==> src/rtl/clock_divider_multi_pkg.sv <==
// clkdiv_pkg: shared constants for the multi-channel clock divider
package clkdiv_pkg;
  localparam int CLKDIV_WIDTH = 32;
  localparam int CLKDIV_MIN_DIV = 2;
  localparam logic CLKDIV_IDLE = 1'b0;
endpackage

==> src/rtl/clock_divider_multi_if.sv <==
// clock_divider_multi_if: per-channel control and divided-clock outputs
import clkdiv_pkg::*;

interface clock_divider_multi_if #(
  parameter int CHANNELS = 4,
  parameter int WIDTH = CLKDIV_WIDTH
);
  logic [CHANNELS-1:0] en;
  logic [CHANNELS*WIDTH-1:0] div;
  logic [CHANNELS*WIDTH-1:0] high;
  logic [CHANNELS-1:0] outclk;
  logic [CHANNELS-1:0] tick;
  logic [CHANNELS-1:0] active;
  modport master(output en, div, high, input outclk, tick, active);
  modport slave(input en, div, high, output outclk, tick, active);
endinterface

==> src/rtl/clock_divider_multi_channel.sv <==
// clkdiv_channel: one divider with shadow-loaded period and high length
import clkdiv_pkg::*;

module clkdiv_channel #(
  parameter int WIDTH = CLKDIV_WIDTH
) (
  input  logic             refclk,
  input  logic             resetn,
  input  logic             en,
  input  logic [WIDTH-1:0] div,
  input  logic [WIDTH-1:0] high,
  output logic             outclk,
  output logic             tick,
  output logic             active
);
  logic [WIDTH-1:0] cnt, ns, hs;
  logic run, ok, term, stop, load;
  assign ok = div >= WIDTH'(CLKDIV_MIN_DIV);
  assign term = cnt == ns - WIDTH'(1);
  assign stop = !en || ((!run || term) && !ok);
  assign load = !run || term;
  assign active = run;
  // idle on disable or bad divisor, reload at start/period end, otherwise count
  always_ff @(posedge refclk or negedge resetn)
    if (!resetn) begin
      cnt <= '0;
      ns <= '0;
      hs <= '0;
      run <= 1'b0;
      outclk <= CLKDIV_IDLE;
      tick <= 1'b0;
    end else if (stop) begin
      cnt <= '0;
      run <= 1'b0;
      outclk <= CLKDIV_IDLE;
      tick <= 1'b0;
    end else if (load) begin
      ns <= div;
      hs <= high;
      cnt <= '0;
      run <= 1'b1;
      tick <= 1'b1;
      outclk <= high != '0;
    end else begin
      cnt <= cnt + WIDTH'(1);
      tick <= 1'b0;
      outclk <= (cnt + WIDTH'(1)) < hs;
    end
endmodule

==> src/rtl/clock_divider_multi.sv <==
// clock_divider_multi: CHANNELS independent programmable clock dividers
import clkdiv_pkg::*;

module clock_divider_multi #(
  parameter int CHANNELS = 4,
  parameter int WIDTH = CLKDIV_WIDTH
) (
  input logic refclk,
  input logic resetn,
  clock_divider_multi_if.slave bus
);
  for (genvar g = 0; g < CHANNELS; g++) begin : ch
    clkdiv_channel #(.WIDTH(WIDTH)) u_ch (
      .refclk(refclk),
      .resetn(resetn),
      .en(bus.en[g]),
      .div(bus.div[g*WIDTH +: WIDTH]),
      .high(bus.high[g*WIDTH +: WIDTH]),
      .outclk(bus.outclk[g]),
      .tick(bus.tick[g]),
      .active(bus.active[g])
    );
  end
endmodule

==> src/flat_wrapper.sv <==
// flat-port wrapper written by rule: the top's interface ports become plain ports
module clock_divider_multi_flat 
#(
  parameter int CHANNELS = 4,
  parameter int WIDTH = CLKDIV_WIDTH
)
  (refclk, resetn, bus_en, bus_div, bus_high, bus_outclk, bus_tick, bus_active);
  clock_divider_multi_if #(.CHANNELS(CHANNELS), .WIDTH(WIDTH)) bus_i ();
  input logic refclk;
  input logic resetn;
  input wire logic [$bits(bus_i.en)-1:0] bus_en;
  input wire logic [$bits(bus_i.div)-1:0] bus_div;
  input wire logic [$bits(bus_i.high)-1:0] bus_high;
  output wire logic [$bits(bus_i.outclk)-1:0] bus_outclk;
  output wire logic [$bits(bus_i.tick)-1:0] bus_tick;
  output wire logic [$bits(bus_i.active)-1:0] bus_active;
  assign bus_i.en = bus_en;
  assign bus_i.div = bus_div;
  assign bus_i.high = bus_high;
  assign bus_outclk = bus_i.outclk;
  assign bus_tick = bus_i.tick;
  assign bus_active = bus_i.active;
  clock_divider_multi #(.CHANNELS(CHANNELS), .WIDTH(WIDTH)) u_core (.refclk(refclk), .resetn(resetn), .bus(bus_i));
endmodule
==> config.mk <==
export PLATFORM = sky130hd
export DESIGN_NAME = clock_divider_multi_flat
export DESIGN_NICKNAME = d
export VERILOG_FILES = /design/src/rtl/clock_divider_multi_pkg.sv /design/src/rtl/clock_divider_multi_if.sv /design/src/rtl/clock_divider_multi_channel.sv /design/src/rtl/clock_divider_multi.sv /design/src/flat_wrapper.sv
export SDC_FILE = /design/constraint.sdc
export NUM_CORES = 1
export LEC_CHECK = 0
export BUFFER_PORTS_ARGS = -buffer_cell sky130_fd_sc_hd__buf_2
export CAP_MARGIN = 10
export CORE_UTILIZATION = 46
export DETAILED_ROUTE_END_ITERATION = 6
export PLACE_DENSITY = 0.72
export SLEW_MARGIN = 20
export SYNTH_ARGS = -nofsm -noshare
export SYNTH_HDL_FRONTEND = slang
export SYNTH_HIERARCHICAL = 1
export SYNTH_SLANG_ARGS = --single-unit
export TNS_END_PERCENT = 1
==> constraint.sdc <==
create_clock -name refclk -period 8 [get_ports refclk]
set_input_delay 0.4 -clock refclk [delete_from_list [all_inputs] [get_ports refclk]]
set_output_delay 0.4 -clock refclk [all_outputs]
set_load 0.1 [all_outputs]
Yosys cells after proc, flatten, opt, wreduce, memory -nomap -nowiden
Cells that the tools add are included.

Magnitude comparators: 8. Multiplexer cells: 32. $add $sub $neg: 8. Eq/ne operators: 4. Reductions and logical operators: 36. Bitwise logic cells: 4.

Operators by type and width (count): $mux W32 (8); $add A32 B1 Y32 const B (4); $eq A32 B32 Y1 (4); $ge A32 B2 Y1 const B (4); $lt A32 B32 Y1 (4); $reduce_bool A32 Y1 (4); $sub A32 B1 Y32 const B (4); $mux W1 (24); $logic_not A1 Y1 (12); $logic_or A1 B1 Y1 (8); $reduce_and A2 Y1 (4); $reduce_bool A2 Y1 (4); $logic_and A1 B1 Y1 (4); $not A1 Y1 (4).

Input port bits: 262. Output and inout bits: 12. Flip-flop bits (word level): 396. Logic and storage cells: 116.

Longest topological paths before layout
Gate-level depths: netlist (run 1).

Depth after elaboration: 7. Mapped depth: 17. Depth with buffers taken out: 16.

Modules after synthesis
Netlist (run 1), hierarchy kept.

By module, submodules not included: clkdiv_channel (u_core.ch[0].u_ch ...) (area each 7846.3 sq um, instances 3, cells each 933); clkdiv_channel (u_core.ch[1].u_ch) (area each 8211.6 sq um, instances 1, cells each 995).

Worst setup path before layout (run 1)
No wires, ideal clock.

Path kind: register to register. Start: register u_core.ch[1].u_ch.cnt[2]. End: register u_core.ch[1].u_ch.outclk. Clock period less this slack: 3733 ps. Stages on the path, launching flop included: 17. Path buffers: 1. Data arrival time: 3654 ps. Path slack: 4267 ps. Path through: dfrtp_1 clkbuf_1 and4_1 and4_1 nand4_1 nor2_1 and3_1 nand4_1 xnor2_1 ha_1 a21o_1 a21o_1 a21oi_1 nor3b_1 or4b_2 a41o_1 mux2i_1.

Longest elaborated chain between the ends: 5.

RTL lines: start, declared (RTL line clock_divider_multi_channel.sv:16) `logic [WIDTH-1:0] cnt, ns, hs;`; start signal, assigned (RTL line clock_divider_multi_channel.sv:45) `cnt <= cnt + WIDTH'(1);`; parallel branches: the longest is 4 deep, another holds $add A32 B1 Y32; $mux W1 * (RTL line clock_divider_multi_channel.sv:32) `end else if (stop) begin`; end signal, assigned (RTL line clock_divider_multi_channel.sv:47) `outclk <= (cnt + WIDTH'(1)) < hs;`; end, declared (RTL line clock_divider_multi_channel.sv:12) `output logic outclk,`.

Every way passes the cells marked *. A chain may end at the register's enable or synchronous reset.

Final worst setup path (run 1)
Start: register u_core.ch[3].u_ch.ns[22]. End: register u_core.ch[3].u_ch.hs[12].

Longest elaborated chain between the ends: 7.

RTL lines: start, declared (RTL line clock_divider_multi_channel.sv:16); start signal, assigned (RTL line clock_divider_multi_channel.sv:38) `ns <= div;`; $sub A32 B1 Y32 * (RTL line clock_divider_multi_channel.sv:19) `assign term = cnt == ns - WIDTH'(1);`; $eq A32 B32 Y1 * (RTL line clock_divider_multi_channel.sv:19); $logic_or A1 B1 Y1 * (RTL line clock_divider_multi_channel.sv:20, clock_divider_multi_channel.sv:21); $logic_and A1 B1 Y1 (RTL line clock_divider_multi_channel.sv:20) `assign stop = !en || ((!run || term) && !ok);`; $logic_or A1 B1 Y1 (RTL line clock_divider_multi_channel.sv:20); $not A1 Y1 (no line); $reduce_and A2 Y1 (no line) *; end signal, assigned (RTL line clock_divider_multi_channel.sv:39) `hs <= high;`; end, declared (RTL line clock_divider_multi_channel.sv:16).

Mark *: on every way between the ends. The rest lies on a longest branch, timed or not.

==> reports/summary.txt, run 1 <==
Slew headroom - 26.3%
CTS buffer count - 50
skew final - 0.0181 ns
combinational share of power - 21.4%
Final Cycle Share - 63.0%
Sink Count - 396
Via Count - 29600
DRC Markers - 0
switching power - 0.00192 W
crit start category - register
vias in the first global route - 27000
CTS tree - built
first-pass GRT wire length - 146000 um
clock share of power - 38.2%
unrepaired setup endpoints after global routing - false
cell count after synthesis - 3794
CP arrival - 5.56 ns
min cycle time layout - 5.04 ns
synthesized cell area - 31800 um2
max cap viols - 0
clk_lat worst skew - 0.59 ns
Seq cells post-synth - 396
share of cells above drive strength 1 - 11.5%
I/O Pins - 274
H-Tree Depth - 2
internal power - 0.00420 W
top cells by area, synth - dfrtp_1 (31%), nand2_1 (6.2%), a311o_1 (6.1%)
Final nets - 4243
top-area cell type share of the netlist area - 31.2%
Post-CTS Hold Buffers - 1
remaining global-route overflow - 0
Routed WL - 89900 um
input/output buffers - 273
Multi-input gate area - 19800 um2
cell row count - 95
Top FF cell, synth - dfrtp_1
sw frac - 31.4%
postcts setup bufs - 0
Die Wd - 265 um
core area - 67800 um2
asr flop ratio synth - 100%
drt via density - 6.23
peak supply drop - 0.154 mV
Resized Gates After CTS - 0
# diodes - 0
Crit Path Category - register to register
final setup margin - 2.96 ns
Synth top cells by count - nand2_1 (523), dfrtp_1 (396), a21oi_1 (228)
most numerous cell in the Yosys netlist - nand2_1
Syn-to-layout area delta - 9.55%
Synth area leader - dfrtp_1
slew of the pin with the lowest slew margin - 1.11 ns
ratio of total power to cell area - 176 nW/um2
starting density of the core - 46.9%
Setup WS pre-CTS - 3.04 ns
Syn Area/Cell - 8.37 um2
Worst EP required - 8.52 ns
Die ar. - 70100 um2
CP endpoint kind - register
Ys Warns - 6
Flop pwr share - 40.4%
Post-synth EDFFs - 0
Slew Viols, Final - 0
Final HPWL DP - 60200 um
Fillers - 6343
Hold Crit Class - input port to register
CP Max Fanout - 66
Placer Congestion - 0.922
Final Hold Vio Count - 0
initial antenna violation count - 1
Seq/Total Area, Yosys - 31.2%
Wirelength per Cell - 18.9 um
Net Count, Synth - 4188
status - complete, no violations
maximum clock frequency - 0.198 GHz
Reg clk slew, reported paths - 0.06 ns
GRT Total Usage - 24.9%
1st-pass router iterations - 6
setup TNS - 0 ns
post-synthesis cell type count - 76
register area - 9920 um2
P_leak - 15.3 nW
setup violators final - 0
maximum clock path buffer count - 3
post-route ant nets - 0
largest net degree at the start of global routing - 141
clk root buf - clkbuf_16
1st-iter DRT viols - 2824
Die Ht - 265 um
-- critical path, stage by stage, from the launching register on --
cell       delay [ns]
dfrtp_1          0.44
or4_1            0.64
or4_4            0.55
o311ai_2         0.32
o211ai_2         0.16
a2111oi_4        0.30
buf_4            0.63
and2_2           0.85
buf_4            0.65
a311o_1          0.29
-- layout by cell type, fill, tap and decap left out, types with 41 or more instances in the layout --
cell type,netlist,final
nand2_1,523,522
dfrtp_1,396,393
buf_2,36,272
a21oi_1,228,228
nand3b_1,206,206
o21ai_0,207,206
xnor2_1,196,196
a311o_1,195,195
inv_1,175,175
ha_1,132,132
nor3b_1,130,130
nor2_1,131,128
and3_1,99,99
nor4_1,89,89
xor2_1,79,79
nand3_1,71,71
nand4_1,69,69
a221oi_1,64,64
o311ai_1,64,64
nor3_1,57,57
clkbuf_16,0,51
and2_1,51,48
a21o_1,41,41
-- stage by stage --
| stage | total power [W] | util [%] | hold WS [ns] | std cells | area [um2] |
|---|---|---|---|---|---|
| global placement | 0.00376 | 48.9 | 0.449 | 4669 | 33100 |
| detailed placement | 0.00380 | 48.9 | 0.444 | 4669 | 33100 |
| global route | 0.00644 | 51.3 | 0.0670 | 4756 | 34800 |
| CTS | 0.00616 | 51.3 | 0.0405 | 4756 | 34800 |
| floorplan | 0.00339 | - | 0.104 | 3794 | 31800 |
| finish | 0.00612 | 51.3 | 0.0764 | 4756 | 34800 |
-- power by group through the flow --
| stage | logic (W) | clock network [W] | registers, W |
|---|---|---|---|
| 6_report | 0.00131 | 0.00234 | 0.00247 |
| 3_3_place_gp | 0.00127 | 0 | 0.00249 |
| 5_1_grt | 0.00147 | 0.00246 | 0.00251 |
| 2_1_floorplan | 0.000973 | 0 | 0.00242 |
| 4_1_cts | 0.00130 | 0.00239 | 0.00247 |
| 3_5_place_dp | 0.00129 | 0 | 0.00250 |
-- flip-flops by register name (all words and copies together), names as in the netlist --
name,flops
u_core/ch.u_ch/hs,128
u_core/ch.u_ch/active,4
u_core/ch.u_ch/outclk,4
u_core/ch.u_ch/cnt,128
u_core/ch.u_ch/tick,4
u_core/ch.u_ch/ns,128
-- path summary, 6_finish.rpt --
| kind | start | to | slack (ns) | cells past startpoint |
|---|---|---|---|---|
| max in group asynchronous | resetn | u_core/ch[2].u_ch/active | 6.04 | 3 |
| min | bus_div[96] | u_core/ch[3].u_ch/ns[0] | 0.08 | 2 |
| min in group asynchronous | resetn | u_core/ch[0].u_ch/ns[29] | 0.38 | 2 |
| min reg2reg | u_core/ch[1].u_ch/hs[22] | u_core/ch[1].u_ch/hs[22] | 0.51 | 2 |
| max | u_core/ch[3].u_ch/ns[22] | u_core/ch[3].u_ch/hs[12] | 2.96 | 9 |
| max reg2reg | u_core/ch[3].u_ch/ns[22] | u_core/ch[3].u_ch/hs[12] | 2.96 | 9 |
-- logic make-up after synthesis --
group | Yosys count | share of synthesized area [%]
buf+inv | 481 | 6.86
fa+ha+maj | 132 | 5.20
flops | 396 | 31.2
compound gates | 918 | 20.7
mux | 5 | 0.169
xor+xnor | 275 | 7.59
simple gates | 1587 | 28.2
-- final cells by class --
cell class,instances,area share (%)
Multi-Input combinational cell,2917,56.9
Sequential cell,396,28.5
Clock buffer,72,4.21
Timing Repair Buffer,308,4.76
Clock inverter,14,0.579
Tap cell,873,3.14
Inverter,176,1.90
-- routing by layer --
layer	vias to the layer above	track usage, %	wire length (um)
met2	966	41.2	42900
met4	2	6.25	1800
li1	14100	-	-
met5	-	0	13
met1	14500	34.7	40000
met3	123	2.82	5220
Power figures use the tool's default switching activity.
==> inputs of run 2 (changes only) <==
--- a/config.mk
+++ b/config.mk
@@ -9,7 +9,7 @@
 export CAP_MARGIN = 10
 export CORE_UTILIZATION = 46
 export DETAILED_ROUTE_END_ITERATION = 6
-export PLACE_DENSITY = 0.72
+export PLACE_DENSITY = 0.75
 export SLEW_MARGIN = 20
 export SYNTH_ARGS = -nofsm -noshare
 export SYNTH_HDL_FRONTEND = slang
==> constraint.sdc (replaced) <==
create_clock -name refclk -period 4.28 [get_ports refclk]
set_input_delay 0.214 -clock refclk [delete_from_list [all_inputs] [get_ports refclk]]
set_output_delay 0.214 -clock refclk [all_outputs]
set_load 0.1 [all_outputs]
==> reports/summary.txt, run 2 (synthesis results as in run 1) <==
status - complete, no violations
unrepaired setup endpoints after global routing - false
Placer Congestion - 0.916
final non-filler cell total - 5052
Crit Path Category - register to register
Hold Crit Class - input port to register
first-pass GRT wire length - 156000 um
remaining global-route overflow - 0
met3 wire len - 7410 um
Critical Path Max Stage Delay - 0.60 ns
ratio of total power to cell area - 306 nW/um2
Crit-path slowest cell - nor4_4
DRC Markers - 0
CP arrival - 4.62 ns
CP Cell Sequence - nor4_4 > nand3_1 > xnor2_1 > a211o_1 > or4_1 > nor4b_4 > buf_4 > and2_2 > buf_12 > a311o_1 > dlygate4sd3_1
1st-iter DRT viols - 3558
starting density of the core - 46.9%
Reg clk slew, reported paths - 0.06 ns
cell row count - 95
Final Hold Vio Count - 0
CP Max Fanout - 73
clk root buf - clkbuf_16
GRT Total Usage - 26.7%
maximum clock path buffer count - 3
Die ar. - 70100 um2
setup TNS - 0 ns
Syn-to-layout area delta - 19.1%
CTS buffer count - 49
drt via density - 6.22
Final HPWL DP - 61900 um
P_leak - 16.6 nW
I/O Pins - 274
skew final - 0.0276 ns
Routed WL - 96400 um
Die Wd - 265 um
clk_lat worst skew - 0.60 ns
CP endpoint kind - register
top sig layer - met4
crit start category - register
largest net degree at the start of global routing - 123
post-route ant nets - 0
Setup WS pre-CTS - 0.285 ns
1st-pass router iterations - 7
H-Tree Depth - 2
M1 WL - 40300 um
CTS tree - built
vias in the first global route - 29700
core area - 67800 um2
Final nets - 4533
setup violators final - 0
commonest cells after routing, fill and taps aside - nand2_1 (521), dfrtp_1 (393), buf_2 (272), dlygate4sd3_1 (264), a21oi_1 (228)
Final Cycle Share - 95.5%
Via Count - 31400
largest registers - u_core/ch.u_ch/cnt (128), u_core/ch.u_ch/hs (128), u_core/ch.u_ch/ns (128)
peak supply drop - 0.354 mV
max cap viols - 0
commonest non-fill, non-tap cell in the layout - nand2_1
Fillers - 5936
Total Power - 0.0116 W
final setup margin - 0.193 ns
initial antenna violation count - 4
maximum clock frequency - 0.245 GHz
input/output buffers - 273
Worst EP required - 4.81 ns
slew of the pin with the lowest slew margin - 0.964 ns
share of cells above drive strength 1 - 11.5%
DP Cell Count - 4693
Wirelength per Cell - 19.1 um
Slew Viols, Final - 0
Die Ht - 265 um
Slew headroom - 35.7%
met2 WL - 45500 um
min cycle time layout - 4.09 ns
Sink Count - 396
-- run 2: cell type report --
| class | instances | area (um2) | share of cell area [%] |
|---|---|---|---|
| flip-flops and latches | 396 | 9920 | 26.2 |
| clock buffers | 76 | 1500 | 3.97 |
| diodes | 3 | 7.51 | 0.0199 |
| well taps | 873 | 1090 | 2.89 |
| clock inverters | 12 | 120 | 0.318 |
| multi-input cells | 2917 | 19800 | 52.4 |
| inverters | 176 | 661 | 1.75 |
| repair buffers | 599 | 4710 | 12.4 |
-- run 2: worst max-delay path: cells and delay by family (launching register included) --
| kind | cells | cell delay [ns] |
|---|---|---|
| AOI/OAI and AO/OA | 2 | 0.45 |
| xor gates and xnor gates | 1 | 0.16 |
| buffers and inverters | 3 | 1.13 |
| DFF | 1 | 0.45 |
| and+or+nand+nor | 5 | 1.80 |
-- run 2: path summary, 6_finish.rpt --
kind	to	start	slack, ns	cells after the start
min in group asynchronous	u_core/ch[0].u_ch/ns[27]	resetn	0.30	2
worst min register to register	u_core/ch[1].u_ch/hs[7]	u_core/ch[1].u_ch/hs[7]	0.51	2
worst min-delay path	u_core/ch[1].u_ch/ns[15]	bus_en[1]	0.06	3
worst max register to register	u_core/ch[3].u_ch/ns[15]	u_core/ch[3].u_ch/ns[9]	0.19	11
worst max-delay path	u_core/ch[3].u_ch/ns[15]	u_core/ch[3].u_ch/ns[9]	0.19	11
max in group asynchronous	u_core/ch[2].u_ch/cnt[1]	resetn	2.91	3
-- run 2: stage by stage --
step | utilization [%] | hold slack, ns | cell area [um2]
finish | 55.8 | 0.0639 | 37800
floorplan | - | -0.0816 | 31800
CTS | 55.7 | 0.0284 | 37700
global placement | 49.4 | 0.345 | 33500
detailed placement | 49.4 | 0.339 | 33500
global route | 55.8 | 0.0363 | 37800
-- run 2: report_power, final --
| part | total, W | internal (W) | switching [W] | leakage, nW |
|---|---|---|---|---|
| combinational | 0.00270 | 0.00126 | 0.00144 | 11.2 |
| sequential | 0.00463 | 0.00412 | 0.000516 | 4.61 |
| clock | 0.00422 | 0.00252 | 0.00171 | 0.801 |
| total | 0.0116 | 0.00789 | 0.00367 | 16.6 |
-- run 2: what timing repair did --
action / 4_1_cts / 5_1_grt
buffers inserted: 0 / 2
hold buffers: 264 / 0
gates resized for setup: 0 / 8
setup endpoints to repair: 0 / 7
hold endpoints to repair: 355 / 0
-- run 2: metal layers --
metal  up-vias  GRT usage, %
met5         -             0
met4         0          9.55
met3       238          4.04
met2      1366          43.9
met1     15100          35.7
li1      14700             -
